==> config.mk <==
export PLATFORM = sky130hd
export DESIGN_NAME = wheel_pulse_gen
export DESIGN_NICKNAME = d
export VERILOG_FILES = /design/src/rtl/taxi_pkg.sv /design/src/rtl/wheel_debounce.sv /design/src/rtl/wheel_pulse_gen.sv
export SDC_FILE = /design/constraint.sdc
export NUM_CORES = 1
export LEC_CHECK = 0
export ABC_CLOCK_PERIOD_IN_PS = 8200
export BUFFER_PORTS_ARGS = -buffer_cell sky130_fd_sc_hd__buf_2
export CORE_ASPECT_RATIO = 1.25
export CORE_MARGIN = 5
export CORE_UTILIZATION = 65
export DETAILED_ROUTE_END_ITERATION = 6
export PLACE_DENSITY = 0.84
export SYNTH_ARGS = -nofsm -noshare
export SYNTH_HDL_FRONTEND = slang
export SYNTH_SLANG_ARGS = --single-unit
==> constraint.sdc <==
create_clock -name clk -period 8.2 [get_ports clk]
set_input_delay 2.46 -clock clk [delete_from_list [all_inputs] [get_ports clk]]
set_output_delay 2.46 -clock clk [all_outputs]
set_load 0.05 [all_outputs]
==> src/rtl/taxi_pkg.sv <==
// Shared taxi-meter definitions: debounce and stretcher state
// encodings plus default timing parameters.
package taxi_pkg;

    localparam int DEBOUNCE_CYC_DEF = 1000;
    localparam int PULSE_W_DEF      = 4;
    localparam int STOP_TIMEOUT_DEF = 50_000_000;

    typedef enum logic [1:0] {
        DB_LOW,
        DB_RISE_CHK,
        DB_HIGH,
        DB_FALL_CHK
    } db_state_e;

    typedef enum logic [1:0] {
        ST_IDLE,
        ST_PULSE,
        ST_GAP
    } str_state_e;

endpackage

==> src/rtl/wheel_debounce.sv <==
// Level debouncer emitting a one-cycle tick on each accepted rising level.
// Ports: clk, rst (sync, active high), din (already synchronised), tick.
module wheel_debounce
    import taxi_pkg::*;
#(
    parameter int DEBOUNCE_CYC = DEBOUNCE_CYC_DEF
) (
    input  logic clk,
    input  logic rst,
    input  logic din,
    output logic tick
);

    localparam int CW = $clog2(DEBOUNCE_CYC + 1);
    localparam logic [CW-1:0] LAST = CW'(DEBOUNCE_CYC - 1);

    db_state_e     state;
    logic [CW-1:0] cnt;

    always_ff @(posedge clk) begin
        if (rst) begin
            state <= DB_LOW;
            cnt   <= '0;
            tick  <= 1'b0;
        end else begin
            tick <= 1'b0;
            unique case (state)
                DB_LOW: begin
                    if (din) begin
                        state <= DB_RISE_CHK;
                        cnt   <= '0;
                    end
                end
                DB_RISE_CHK: begin
                    if (!din) begin
                        state <= DB_LOW;
                    end else if (cnt == LAST) begin
                        state <= DB_HIGH;
                        tick  <= 1'b1;
                    end else begin
                        cnt <= cnt + 1'b1;
                    end
                end
                DB_HIGH: begin
                    if (!din) begin
                        state <= DB_FALL_CHK;
                        cnt   <= '0;
                    end
                end
                DB_FALL_CHK: begin
                    if (din) begin
                        state <= DB_HIGH;
                    end else if (cnt == LAST) begin
                        state <= DB_LOW;
                    end else begin
                        cnt <= cnt + 1'b1;
                    end
                end
                default: state <= DB_LOW;
            endcase
        end
    end

endmodule

==> src/rtl/wheel_pulse_gen.sv <==
// Wheel sensor to 10 m strobe: sync, debounce, edge count, stretch, stop detect.
// Ports: clk, rst, wheel_raw, en, pulses_per_10m -> ten_meter_pulse, moving, overrun.
module wheel_pulse_gen
    import taxi_pkg::*;
#(
    parameter int DEBOUNCE_CYC = DEBOUNCE_CYC_DEF,
    parameter int PULSE_W      = PULSE_W_DEF,
    parameter int STOP_TIMEOUT = STOP_TIMEOUT_DEF
) (
    input  logic       clk,
    input  logic       rst,
    input  logic       wheel_raw,
    input  logic       en,
    input  logic [7:0] pulses_per_10m,
    output logic       ten_meter_pulse,
    output logic       moving,
    output logic       overrun
);

    localparam int PCW = $clog2(PULSE_W + 1);
    localparam logic [PCW-1:0] PLAST = PCW'(PULSE_W - 1);
    localparam int TW = $clog2(STOP_TIMEOUT + 1);
    localparam logic [TW-1:0] TMAX = TW'(STOP_TIMEOUT);

    logic sync1, sync2;
    logic wheel_tick;

    always_ff @(posedge clk) begin
        if (rst) begin
            sync1 <= 1'b0;
            sync2 <= 1'b0;
        end else begin
            sync1 <= wheel_raw;
            sync2 <= sync1;
        end
    end

    wheel_debounce #(
        .DEBOUNCE_CYC(DEBOUNCE_CYC)
    ) u_debounce (
        .clk (clk),
        .rst (rst),
        .din (sync2),
        .tick(wheel_tick)
    );

    // Edge counter; >= makes a lowered target fire on the next tick
    logic [7:0] cnt;
    logic [7:0] eff;
    logic       at_end;
    logic       ev;

    assign eff    = (pulses_per_10m == 8'd0) ? 8'd1 : pulses_per_10m;
    assign at_end = cnt >= (eff - 8'd1);
    assign ev     = wheel_tick & en & at_end;

    always_ff @(posedge clk) begin
        if (rst) begin
            cnt <= '0;
        end else if (wheel_tick && en) begin
            cnt <= at_end ? 8'd0 : cnt + 8'd1;
        end
    end

    // Stretcher: one event may wait in pending; a further one is lost
    str_state_e     st;
    logic [PCW-1:0] pw_cnt;
    logic           pending;

    always_ff @(posedge clk) begin
        if (rst) begin
            st              <= ST_IDLE;
            pw_cnt          <= '0;
            pending         <= 1'b0;
            ten_meter_pulse <= 1'b0;
            overrun         <= 1'b0;
        end else begin
            unique case (st)
                ST_IDLE: begin
                    if (ev) begin
                        st              <= ST_PULSE;
                        pw_cnt          <= '0;
                        ten_meter_pulse <= 1'b1;
                    end
                end
                ST_PULSE: begin
                    if (ev) begin
                        if (pending) overrun <= 1'b1;
                        else pending <= 1'b1;
                    end
                    if (pw_cnt == PLAST) begin
                        st              <= ST_GAP;
                        pw_cnt          <= '0;
                        ten_meter_pulse <= 1'b0;
                    end else begin
                        pw_cnt <= pw_cnt + 1'b1;
                    end
                end
                ST_GAP: begin
                    if (pw_cnt == PLAST) begin
                        if (pending || ev) begin
                            // a same-cycle event replaces the consumed one
                            st              <= ST_PULSE;
                            pw_cnt          <= '0;
                            ten_meter_pulse <= 1'b1;
                            pending         <= pending & ev;
                        end else begin
                            st <= ST_IDLE;
                        end
                    end else begin
                        pw_cnt <= pw_cnt + 1'b1;
                        if (ev) begin
                            if (pending) overrun <= 1'b1;
                            else pending <= 1'b1;
                        end
                    end
                end
                default: st <= ST_IDLE;
            endcase
        end
    end

    // Stop timer starts saturated so moving stays low until a first tick
    logic [TW-1:0] timer;

    always_ff @(posedge clk) begin
        if (rst) begin
            timer <= TMAX;
        end else if (wheel_tick) begin
            timer <= '0;
        end else if (timer != TMAX) begin
            timer <= timer + 1'b1;
        end
    end

    assign moving = timer < TMAX;

endmodule

======== Word-level counts from Yosys, hierarchy flattened ========
Index checks and enable logic that the tools add are counted.
word-level totals
  register bits after elaboration ......... 57
  output and inout port bits .............. 3
operators by class
  equality and inequality tests ........... 20
  reductions and logical operators ........ 17
  magnitude comparators ................... 2
  add/subtract/negate cells ............... 5
  muxes and demuxes ....................... 41
  bitwise operators ....................... 5
operator list
  cell                                                 count
  2-to-1 mux 26 bit                                    2
  2-to-1 mux 10 bit                                    5
  case mux 10 bit (4 select lines)                     1
  adder 26 x 1 -> 26 bit (second input constant)       1
  less-than comparator 26 bit (second input constant)  1
  != test 26 bit (second input constant)               1
  2-to-1 mux 2 bit                                     9
  != test 2 bit (second input constant)                9
  2-to-1 mux 8 bit                                     2
  2-to-1 mux 1 bit                                     12
  2-to-1 mux 3 bit                                     4
  adder 10 x 1 -> 10 bit (second input constant)       1
  equality test 10 bit (second input constant)         1
  case mux 3 bit (3 select lines)                      1
  adder 8 x 1 -> 8 bit (second input constant)         1
  greater-or-equal comparator 8 bit                    1
  logical NOT 8 bit                                    1
  case mux 2 bit (4 select lines)                      1
  AND reduction 4 bit                                  2
  subtractor 8 x 1 -> 8 bit (second input constant)    1
  equality test 2 bit (second input constant)          3
  != test 3 x 2 -> 1 bit (second input constant)       2
  case mux 2 bit (3 select lines)                      1
  AND reduction 3 bit                                  2
  17 further kinds                                     25

======== Logic depth before layout (Yosys ltp) ========
Gate-level depths: netlist of the first run.
  depth in word-level cells ............... 9
  gate-level depth with buffers ........... 15
  depth with buffers taken out ............ 14

======== Hierarchy ========
Synthesis of the first run repeated with hierarchy kept, for this count alone.
unflattened totals
  cells, all modules ...................... 358
  area, all modules ....................... 3,220.6 sq um
by module, submodules not included
  module           cells an instance  seq. area each (sq um)  area each (sq um)  instances
  wheel_pulse_gen  287                880.8                   2,570.0            1
  wheel_debounce   71                 260.2                   650.6              1

======== Worst setup path before layout of the first run ========
No wires, ideal clock.
  kind .................................... input port to flip-flop
  start point ............................. input pulses_per_10m[1]
  end point ............................... register pending
  setup time .............................. 0.117 ns
  slack ................................... 3.023 ns
  data required time ...................... 8.083 ns
  buffers on the path ..................... 1
  cell stages on the path ................. 15
  arrival ................................. 5.060 ns
  cell sequence ........................... nor4_1 > nand2_1 > o21ai_0 > inv_1 > ha_1 > nand2b_1 > nor4_1 > xnor2_1 > ha_1 > a21o_1 > a21oi_2 > o211ai_1 > and2_1 > buf_6 > a32o_1
between the ends
  longest elaborated chain between the ends .. 9
  elaborated cells between the ends (all ways) .. 13
ends and longest elaborated chain
  element                              line                    text
  from (decl)                          wheel_pulse_gen.sv:14   input logic [7:0] pulses_per_10m,
  logical NOT 8 bit                    wheel_pulse_gen.sv:53   assign eff = (pulses_per_10m == 8'd0) ? 8'd1 : pulses_per_10m;
  2-to-1 mux 8 bit *                   wheel_pulse_gen.sv:53
  subtractor 8 x 1 -> 8 bit *          wheel_pulse_gen.sv:54   assign at_end = cnt >= (eff - 8'd1);
  greater-or-equal comparator 8 bit *  wheel_pulse_gen.sv:54
  bitwise AND 1 bit *                  wheel_pulse_gen.sv:55   assign ev = wheel_tick & en & at_end;
  bitwise AND 1 bit                    wheel_pulse_gen.sv:106  pending <= pending & ev;
  2-to-1 mux 1 bit                     wheel_pulse_gen.sv:101  if (pending || ev) begin
  2-to-1 mux 1 bit                     wheel_pulse_gen.sv:100  if (pw_cnt == PLAST) begin
  case mux 1 bit (2 select lines)      wheel_pulse_gen.sv:78   unique case (st)
  to (signal assigned)                 wheel_pulse_gen.sv:106
  to (decl)                            wheel_pulse_gen.sv:68   logic pending;
Mark *: on every way between the ends. The rest lies on a longest branch, timed or not. The select of a mux whose other input is x is not followed.
A chain may end at the register's enable or synchronous reset.

======== Worst setup path in the final report of the first run ========
  start point ............................. input pulses_per_10m[2]
  end point ............................... register pending
Same word-level chain as after synthesis.

==> results of run 1 <==
-- flip-flops by register name, indices dropped and copies added, names as in the netlist, named ones only --
register,count
ten_meter_pulse,1
overrun,1
cnt,8
sync1,1
u_debounce.state,1
sync2,1
st,2
pending,1
pw_cnt,3
timer,26
u_debounce.cnt,10
u_debounce.tick,1
-- through the flow --
| step | total power [uW] | hold slack [ns] | instance area, sq um |
|---|---|---|---|
| final | 612.6 | 0.4375 | 3467 |
| after global routing | 635.6 | 0.4591 | 3467 |
| after CTS | 619.2 | 0.4403 | 3467 |
| after detailed placement | 322.7 | 0.4253 | 3238 |
| after global placement | 321.5 | 0.4211 | 3238 |
| after floorplan | 313.3 | 0.4138 | 3139 |
-- per-layer routing --
layer,wire length [microns],vias to the layer above
met1,2638,1212
met5,0,-
met3,195,11
met4,117,0
li1,-,1274
met2,3227,45
-- kinds of logic after synthesis --
logic type,count (synthesis),share of synthesized area [%]
flops,57,36.35
buf+inv,28,3.627
mux,6,1.953
fa+ha+maj,18,7.174
compound gates,58,11.64
xor+xnor,40,11.16
simple gates,145,28.10
-- how the worst max path moves through the flow --
stage	start	endpoint	slack [ns]	depth (start not counted)
after floorplan	pulses_per_10m[1]	pending	3.02	15
after global placement	pulses_per_10m[1]	pending	2.69	15
after detailed placement	pulses_per_10m[2]	pending	2.54	15
after CTS	pulses_per_10m[2]	pending	2.89	15
after global routing	pulses_per_10m[1]	pending	2.61	15
final	pulses_per_10m[2]	pending	2.88	15
-- report_power, final --
group          internal, uW  leakage (uW)  total [uW]  switching, uW
clock network           186      0.000115         296            110
registers               279      0.000460         281           2.05
logic                  15.2      0.000793        35.5           20.4
total                   481       0.00137         613            132
-- cell usage in the layout (no fill, tap or decap), drive strengths merged, types with 16 or more instances in the layout --
cell / instances
dfxtp: 57
nor2: 33
xor2: 23
nand2: 22
o21ai: 21
inv: 18
nand3: 18
ha: 18
xnor2: 17
a21oi: 16
-- layout make-up --
cell class	instances	area [sq um]	area share (%)
inverters	18	67.56	1.949
multi-input cells	267	1884	54.35
flip-flops and latches	57	1141	32.91
clock buffers	11	151.4	4.367
well taps	60	75.07	2.165
repair buffers	14	70.07	2.021
clock inverters	5	77.57	2.237
-- worst register-to-register path, stage by stage, from the launching register on --
cell and delay [ns]:
dfxtp_1 0.44, inv_1 0.08, ha_1 0.29, nand2b_4 0.15
a2111oi_2 0.37, o211ai_1 0.23, and2_1 0.34, a32o_1 0.27
==> metrics.cfg, run 1 <==
[synthesis]
synth.most_common_cell = dfxtp_1
syn-cell-area_sq_um = 3139
synth_top_area_share_pct = 36.35
synth_area_leader_cell = dfxtp_1
ys_ff_latch = 57
synthArstFlopShare_pct = 0
synth_commonest_cells = dfxtp_1, nor2_1, xor2_1
ys_warn_count = 0
synth_edf_count = 0
syn_area_per_cell_sq_um = 8.918
yosysSeqAreaShare_pct = 36.35
synthTopCellsByArea = dfxtp_1, ha_1, xor2_1
synth.distinct_cells = 53
yosys_most_used_dff = dfxtp_1
syn_nets = 382
syn_inst = 352

[timing]
fmax_mhz = 188.0
postLayoutSetupSlackWorst_ns = 2.882
slew_headroom_pct = 57.05
finalMaxSlewViolations = 0
hold_viol_final = 0
rsz0062_at_grt = no
post-route-period-util_pct = 64.86
period_needed_ns = 5.318
finClkSkew_ns = 0.004663
tns_ns = 0
setup_viol = 0
worst_pin_slew_ns = 0.6435

[finish]
finalNonFillerCells = 432
final_util_pct = 73.31
fin_nets = 397
layout-drive-gt1-share_pct = 14.25
num-fill-cells = 351
area_growth_pct = 10.44
n_antenna_cell = 0

[power_and_ir_drop]
leakagePower_uw = 0.001369
vdd_drop_max_v = 0.0002232
power_density_nw_per_um2 = 176.7

[worst_setup_path]
r2r_cells = 7
cp_max_fo = 9
end_kind = flop
crit_slowest_cell = nor4_1
max_stage_delay_ns = 0.44
worst_r2r_startpoint = cnt[0]
cp.arrival_ns = 5.54
critPathKind = input port to flop
regToRegSetupSlack_ns = 5.92
crit_buf_inv = 2
crit_family = compound AO/OA/AOI/OAI gates
crit_chain = buf_2, nor4_1, nand2_1, o21ai_0, inv_1, ha_1, nand2b_1, nor4_1, xnor2_1, ha_1, a21o_1, a21oi_2, o211ai_1, and2_1, a32o_1
start_kind = input port
cp_data_required_time_ns = 8.42
reg2reg_to = pending

[min_path]
whs_path_depth = 1
hp-class = flop to flop
holdPathEnd = sync2
hold_start = sync1

[place]
dp.cells = 416
gp_congestion = 0.8473
io_buffers = 14
hpwl_mm = 4.446
pre_cts_slack_ns = 2.536

[detailed_routing]
viasPerCell = 5.884
drc = 0
dr_total_vias = 2542
drt_iter0_drc = 133
dr.pass1.iters = 4
wl_per_cell_microns = 14.30
wl_mm = 6.179
drtAntennaViolNets = 0

[global_routing]
grtUsageMet1_pct = 25.11
grt_overflow_total = 0
busiest_layer = met2
first_global_vias = 2508
grt_pass1_wl_mm = 11.05
use_met3_pct = 5.741
met2_usage_pct = 38.19
track_usage_pct = 21.98
grt_max_degree = 24
antenna_found_initial = 0

[status]
status = finished clean

[die]
start_util_pct = 66.38
die-area_sq_um = 6328
die-width_microns = 72.16
core_area_sq_um = 4730
rows = 28
die_height_microns = 87.70
io_pins = 15

[clock_network]
clock_latency_ns = 0.33
ctsResizeCount = 0
clock_tree.root_cell = clkbuf_8
holdBufCountCts = 0
htreeDepth = 3
clock_path_buffers = 2
path_clk_slew_ns = 0.06
cts_setup_buffers = 0
cts_buffers = 9
clock-sinks = 57
cts_tree = built

[run]
drv_cap = 0

No activity file was read; power rests on OpenSTA's default activity.
==> inputs of run 2 (changes only) <==
--- a/config.mk
+++ b/config.mk
@@ -5,13 +5,13 @@
 export SDC_FILE = /design/constraint.sdc
 export NUM_CORES = 1
 export LEC_CHECK = 0
-export ABC_CLOCK_PERIOD_IN_PS = 8200
+export ABC_CLOCK_PERIOD_IN_PS = 4500
 export BUFFER_PORTS_ARGS = -buffer_cell sky130_fd_sc_hd__buf_2
 export CORE_ASPECT_RATIO = 1.25
 export CORE_MARGIN = 5
-export CORE_UTILIZATION = 65
+export CORE_UTILIZATION = 55
 export DETAILED_ROUTE_END_ITERATION = 6
-export PLACE_DENSITY = 0.84
+export PLACE_DENSITY = 0.75
 export SYNTH_ARGS = -nofsm -noshare
 export SYNTH_HDL_FRONTEND = slang
 export SYNTH_SLANG_ARGS = --single-unit
==> constraint.sdc (replaced) <==
create_clock -name clk -period 4.5 [get_ports clk]
set_input_delay 1.35 -clock clk [delete_from_list [all_inputs] [get_ports clk]]
set_output_delay 1.35 -clock clk [all_outputs]
set_load 0.05 [all_outputs]
==> run 2 against run 1 <==
First-iteration DRC count rose by 3.8%; sequential power increased by 82%; design area rose by 0.11%; power grew 80%; critical path type unchanged; critical endpoint unchanged.
==> metrics.cfg, run 2 (same netlist as run 1, synthesis figures left out) <==
[status]
status = finished clean

[worst_setup_path]
regToRegSetupSlack_ns = 2.29  ; -3.63 ns
cp.depth = 15  ; unchanged
max_stage_delay_ns = 0.34  ; -0.10 ns
reg2reg_to = pending
r2r_cells = 7  ; unchanged
start_kind = input port
setup.worst_path.end = pending
critPathKind = input port to flop
cp_max_fo = 9  ; unchanged
cp-startpoint = pulses_per_10m[2]
end_kind = flop
cp.arrival_ns = 4.30  ; -1.24 ns
crit_chain = buf_2, nor4_1, nand2_1, o21ai_0, inv_1, ha_1, nand2b_1, nor4_1, xnor2_1, ha_1, a21o_1, a21oi_2, o211ai_1, and2_1, a32o_1
worst_r2r_startpoint = cnt[0]
crit_slowest_cell = nor4_1
crit_family = compound AO/OA/AOI/OAI gates
cp_data_required_time_ns = 4.73  ; -3.69 ns
crit_buf_inv = 2  ; unchanged

[clock_network]
clock_latency_ns = 0.34  ; about the same
cts_setup_buffers = 0  ; unchanged
clock-sinks = 57  ; unchanged
htreeDepth = 3  ; unchanged
ctsResizeCount = 0  ; unchanged
clock_tree.root_cell = clkbuf_8
holdBufCountCts = 0  ; unchanged
cts_tree = built
clock_path_buffers = 2  ; unchanged
path_clk_slew_ns = 0.06  ; about the same
cts_buffers = 9  ; unchanged

[finish]
num-fill-cells = 464  ; +32%
final_common_cell = dfxtp_1
reg_top3 = timer: 26 flops, u_debounce.cnt: 10 flops, cnt: 8 flops
fin_nets = 398  ; +0.25%
area_growth_pct = 10.56
n_antenna_cell = 0  ; unchanged
layout-drive-gt1-share_pct = 14.21  ; -0.038 points
largest_reg_flops = 26  ; unchanged
regMostFlops = timer
final_cell_mix = dfxtp_1, nor2_1, xor2_1, nand2_1

[global_routing]
grt_overflow_total = 0  ; unchanged
track_usage_pct = 17.07  ; -4.9 points
first_global_vias = 2353  ; -6.2%
grt_pass1_wl_mm = 10.09  ; -8.7%
grt_max_degree = 24  ; unchanged
antenna_found_initial = 0  ; unchanged

[min_path]
whs_path_depth = 2  ; +1
hp-class = flop to flop

[timing]
fmax_mhz = 245.4
slew_headroom_pct = 57.99  ; +0.94 points
postLayoutSetupSlackWorst_ns = 0.4258  ; -2.456 ns
tns_ns = 0  ; unchanged
setup_viol = 0  ; unchanged
finalMaxSlewViolations = 0  ; unchanged
period_needed_ns = 4.074
finClkSkew_ns = 0.01070  ; +0.006040 ns
hold_viol_final = 0  ; unchanged
worst_pin_slew_ns = 0.6259  ; -0.01760 ns
rsz0062_at_grt = no
post-route-period-util_pct = 90.54

[die]
die-area_sq_um = 7328  ; +16%
die_height_microns = 94.47  ; +7.7%
die-width_microns = 77.58  ; +7.5%
rows = 30  ; +7.1%
core_area_sq_um = 5480  ; +16%
io_pins = 15  ; unchanged
start_util_pct = 57.28  ; -9.1 points

[power_and_ir_drop]
p_sw_uw = 242.6  ; +84%
intPower_uw = 862.0  ; +79%
pwr-share-clk_pct = 47.8  ; -0.5 points
power_density_nw_per_um2 = 318.3  ; +80%
combPwrFrac_pct = 5.9  ; about the same
swShare_pct = 21.96  ; +0.42 points
p_seq_share_pct = 46.3  ; +0.4 points
vdd_drop_max_v = 0.0002602  ; +17%
leakagePower_uw = 0.001372  ; +0.24%

[place]
gp_congestion = 0.8448  ; -0.30%
io_buffers = 14  ; unchanged
pre_cts_slack_ns = 0.04848  ; -2.488 ns
hpwl_mm = 4.187  ; -5.8%

[detailed_routing]
dr.pass1.iters = 4  ; unchanged
drtAntennaViolNets = 0  ; unchanged
drt_iter0_drc = 138  ; +3.8%
drc = 0  ; unchanged
viasPerCell = 5.650  ; -4.0%
wl_mm = 5.811  ; -6.0%
wl_per_cell_microns = 13.30  ; -7.0%
dr_total_vias = 2469  ; -2.9%

[run]
drv_cap = 0  ; unchanged

-- run 2: worst min-delay path by stage --
| stage | end | start |
|---|---|---|
| after floorplan | sync2 | sync1 |
| after global placement | sync2 | sync1 |
| after detailed placement | sync2 | sync1 |
| after CTS | pw_cnt[2] | pw_cnt[2] |
| after global routing | sync2 | sync1 |
| final | pw_cnt[2] | pw_cnt[2] |
-- run 2: area by class of cell --
class / count / area [sq um] / share of cell area (%)
clock buffers: 11 / 141.4 / 4.074
inverters: 18 / 67.56 / 1.947
well taps: 64 / 80.08 / 2.307
repair buffers: 15 / 77.57 / 2.235
flip-flops and latches: 57 / 1141 / 32.88
clock inverters: 5 / 78.83 / 2.271
multi-input cells: 267 / 1884 / 54.29
-- run 2: worst register-to-register path: stages (launching register included) --
cell	delay, ns
dfxtp_1	0.45
inv_1	0.08
ha_1	0.29
nand2b_4	0.15
a2111oi_2	0.34
o211ai_1	0.22
and2_1	0.33
a32o_1	0.26
-- run 2: per-stage QoR --
stage,total power (uW),instances,hold slack [ns],instance area (sq um),util (%)
floorplan,570.9,352,0.4138,3139,-
global placement,586.3,421,0.4251,3251,59.32
global route,1152,437,0.4722,3471,63.33
CTS,1114,437,0.4527,3471,63.33
detailed placement,587.3,421,0.4410,3251,59.32
finish,1105,437,0.4484,3471,63.33
-- run 2: metal layers --
layer | routed length [microns] | vias to the layer above | part of all wire, % | track usage, %
met2 | 2811 | 30 | 48 | 28.65
li1 | - | 1285 | - | -
met5 | 0 | - | 0 | 0
met1 | 2721 | 1141 | 47 | 19.59
met4 | 122 | 0 | 2.1 | 7.880
met3 | 156 | 13 | 2.7 | 5.630
-- run 2: power groups by stage --
stage	Clock [uW]	Sequential, uW	Combinational, uW
2_1_floorplan	0	522	48.6
3_3_place_gp	0	523	63.4
3_5_place_dp	0	523	64.2
4_1_cts	537	512	65.1
5_1_grt	566	512	73.4
6_report	528	512	64.7
==> inputs of run 3 (changes only) <==
--- a/config.mk
+++ b/config.mk
@@ -5,13 +5,13 @@
 export SDC_FILE = /design/constraint.sdc
 export NUM_CORES = 1
 export LEC_CHECK = 0
-export ABC_CLOCK_PERIOD_IN_PS = 4500
+export ABC_CLOCK_PERIOD_IN_PS = 4800
 export BUFFER_PORTS_ARGS = -buffer_cell sky130_fd_sc_hd__buf_2
 export CORE_ASPECT_RATIO = 1.25
 export CORE_MARGIN = 5
-export CORE_UTILIZATION = 55
+export CORE_UTILIZATION = 30
 export DETAILED_ROUTE_END_ITERATION = 6
-export PLACE_DENSITY = 0.75
+export PLACE_DENSITY = 0.45
 export SYNTH_ARGS = -nofsm -noshare
 export SYNTH_HDL_FRONTEND = slang
 export SYNTH_SLANG_ARGS = --single-unit
==> constraint.sdc (replaced) <==
create_clock -name clk -period 4.8 [get_ports clk]
set_input_delay 1.44 -clock clk [delete_from_list [all_inputs] [get_ports clk]]
set_output_delay 1.44 -clock clk [all_outputs]
set_load 0.05 [all_outputs]
==> run 3 against run 2 <==
Routed wire length up 14%; design area grew 4.9%; core utilization fell by 27 points; sequential share of layout area down 1.5 points; critical path depth unchanged; largest cell class unchanged; highest routed layer unchanged.
==> metrics.cfg, run 3 (same netlist as run 1, synthesis figures left out) <==
[finish]
layout-drive-gt1-share_pct = 14.02  ; -0.19 points
final_cell_mix = dfxtp_1, nor2_1, xor2_1, nand2_1
n_antenna_cell = 0  ; unchanged
stdcell_area_sq_um = 3640  ; +4.9%
regMostFlops = timer
final_util_pct = 35.83  ; -27 points
fin_nets = 397  ; -0.25%
area_growth_pct = 15.94
largest_reg_flops = 26  ; unchanged
reg_top3 = timer: 26 flops, u_debounce.cnt: 10 flops, cnt: 8 flops
final_common_cell = dfxtp_1

[timing]
tns_ns = 0  ; unchanged
post-route-period-util_pct = 89.66
hold_viol_final = 0  ; unchanged
rsz0062_at_grt = no
finalMaxSlewViolations = 0  ; unchanged
period_needed_ns = 4.304
fmax_mhz = 232.4
worst_pin_slew_ns = 0.6820  ; +0.05608 ns
finClkSkew_ns = 0.005461  ; -0.005242 ns
setup_viol = 0  ; unchanged
slew_headroom_pct = 54.49  ; -3.5 points

[place]
place_area_sq_um = 3324  ; +2.3%
io_buffers = 14  ; unchanged
hpwl_mm = 4.723  ; +13%
gp_congestion = 0.7585  ; -10%

[worst_setup_path]
cp_data_required_time_ns = 5.01  ; +0.28 ns
end_kind = flop
cp_max_fo = 9  ; unchanged
cp.arrival_ns = 4.52  ; +0.22 ns
start_kind = input port
critPathKind = input port to flop

[clock_network]
ctsResizeCount = 0  ; unchanged
clock_latency_ns = 0.32  ; -0.02 ns
clock_tree.root_cell = clkbuf_16
cts_tree = built
cts_setup_buffers = 0  ; unchanged
clock_path_buffers = 2  ; unchanged
cts_buffers = 9  ; unchanged
path_clk_slew_ns = 0.05  ; about the same
htreeDepth = 3  ; unchanged
clock-sinks = 57  ; unchanged
holdBufCountCts = 0  ; unchanged

[status]
status = finished clean

[detailed_routing]
wl_mm = 6.602  ; +14%
drtAntennaViolNets = 0  ; unchanged
wl_met1_mm = 3.105  ; +14%
top_layer_used = met4
met2_length_mm = 3.243  ; +15%
drc = 0  ; unchanged
dr_total_vias = 2460  ; -0.36%
drt_iter0_drc = 63  ; -54%
viasPerCell = 4.920  ; -13%
wl_per_cell_microns = 13.20  ; -0.70%
route.met3.wl_microns = 140  ; -10%
dr.pass1.iters = 4  ; unchanged

[die]
start_util_pct = 30.91  ; -26 points
die-width_microns = 101.5  ; +31%
die-area_sq_um = 12620  ; +72%
io_pins = 15  ; unchanged
rows = 41  ; +37%
core_area_sq_um = 10160  ; +85%
die_height_microns = 124.4  ; +32%

[power_and_ir_drop]
pwr-share-clk_pct = 55.0  ; +7.2 points
leakagePower_uw = 0.001411  ; +2.8%
swShare_pct = 20.58  ; -1.4 points
intPower_uw = 957.1  ; +11%
power_density_nw_per_um2 = 331.1  ; +4.0%
p_seq_share_pct = 39.9  ; -6.4 points
vdd_drop_max_v = 0.0001384  ; -47%
combPwrFrac_pct = 5.1  ; -0.8 points
p_sw_uw = 248.1  ; +2.3%

[global_routing]
grt_overflow_total = 0  ; unchanged
antenna_found_initial = 0  ; unchanged
grt_pass1_wl_mm = 11.49  ; +14%
first_global_vias = 2410  ; +2.4%
track_usage_pct = 11.25  ; -5.8 points
grt_max_degree = 24  ; unchanged

[min_path]
hp-class = flop to flop

[run]
drv_cap = 0  ; unchanged

==> run 3: worst paths after layout <==
kind	cells after the start	end	slack, ns	from
max	15	pending	0.50	pulses_per_10m[2]
min	2	pw_cnt[2]	0.44	pw_cnt[2]
max reg2reg	7	pending	2.59	cnt[0]
min reg2reg	2	pw_cnt[2]	0.44	pw_cnt[2]
==> run 3: metrics by stage <==
stage	power, uW	cells	hold slack [ns]	setup slack, ns
2_1_floorplan	535.2	352	0.4138	0.6427
5_1_grt	1252	500	0.4609	0.1299
6_report	1205	500	0.4436	0.4963
3_5_place_dp	552.5	485	0.4384	0.1169
4_1_cts	1229	500	0.4471	0.4553
3_3_place_gp	552.0	485	0.4334	0.2125
==> run 3: routing by layer <==
metal | vias to the layer above | track usage (%)
li1 | 1283 | -
met1 | 1151 | 14.31
met2 | 17 | 17.57
met3 | 9 | 2.913
met4 | 0 | 5.164
met5 | - | 0
==> run 3: cell type report <==
type / count / area [sq um]
Fill cell: 1043 / 6518
Multi-Input combinational cell: 267 / 1884
Sequential cell: 57 / 1141
Clock buffer: 13 / 280.3
Tap cell: 129 / 161.4
Timing Repair Buffer: 14 / 70.07
Inverter: 18 / 67.56
Clock inverter: 2 / 35.03
==> run 3: worst max-delay path: stages <==
cell and delay [ns]:
buf_2 0.12, nor4_1 0.44, nand2_1 0.11, o21ai_0 0.25
inv_1 0.12, ha_1 0.22, nand2b_1 0.10, nor4_1 0.06
xnor2_1 0.12, ha_1 0.29, a21o_1 0.20, a21oi_2 0.24
o211ai_1 0.21, and2_1 0.33, a32o_1 0.27
==> run 3: power by group through the flow <==
stage               registers [uW]  logic [uW]  clock network (uW)
detailed placement             491        61.8                   0
floorplan                      490        45.6                   0
global placement               490        61.6                   0
finish                         481        61.2                 663
global route                   481        68.9                 701
CTS                            481        62.4                 685
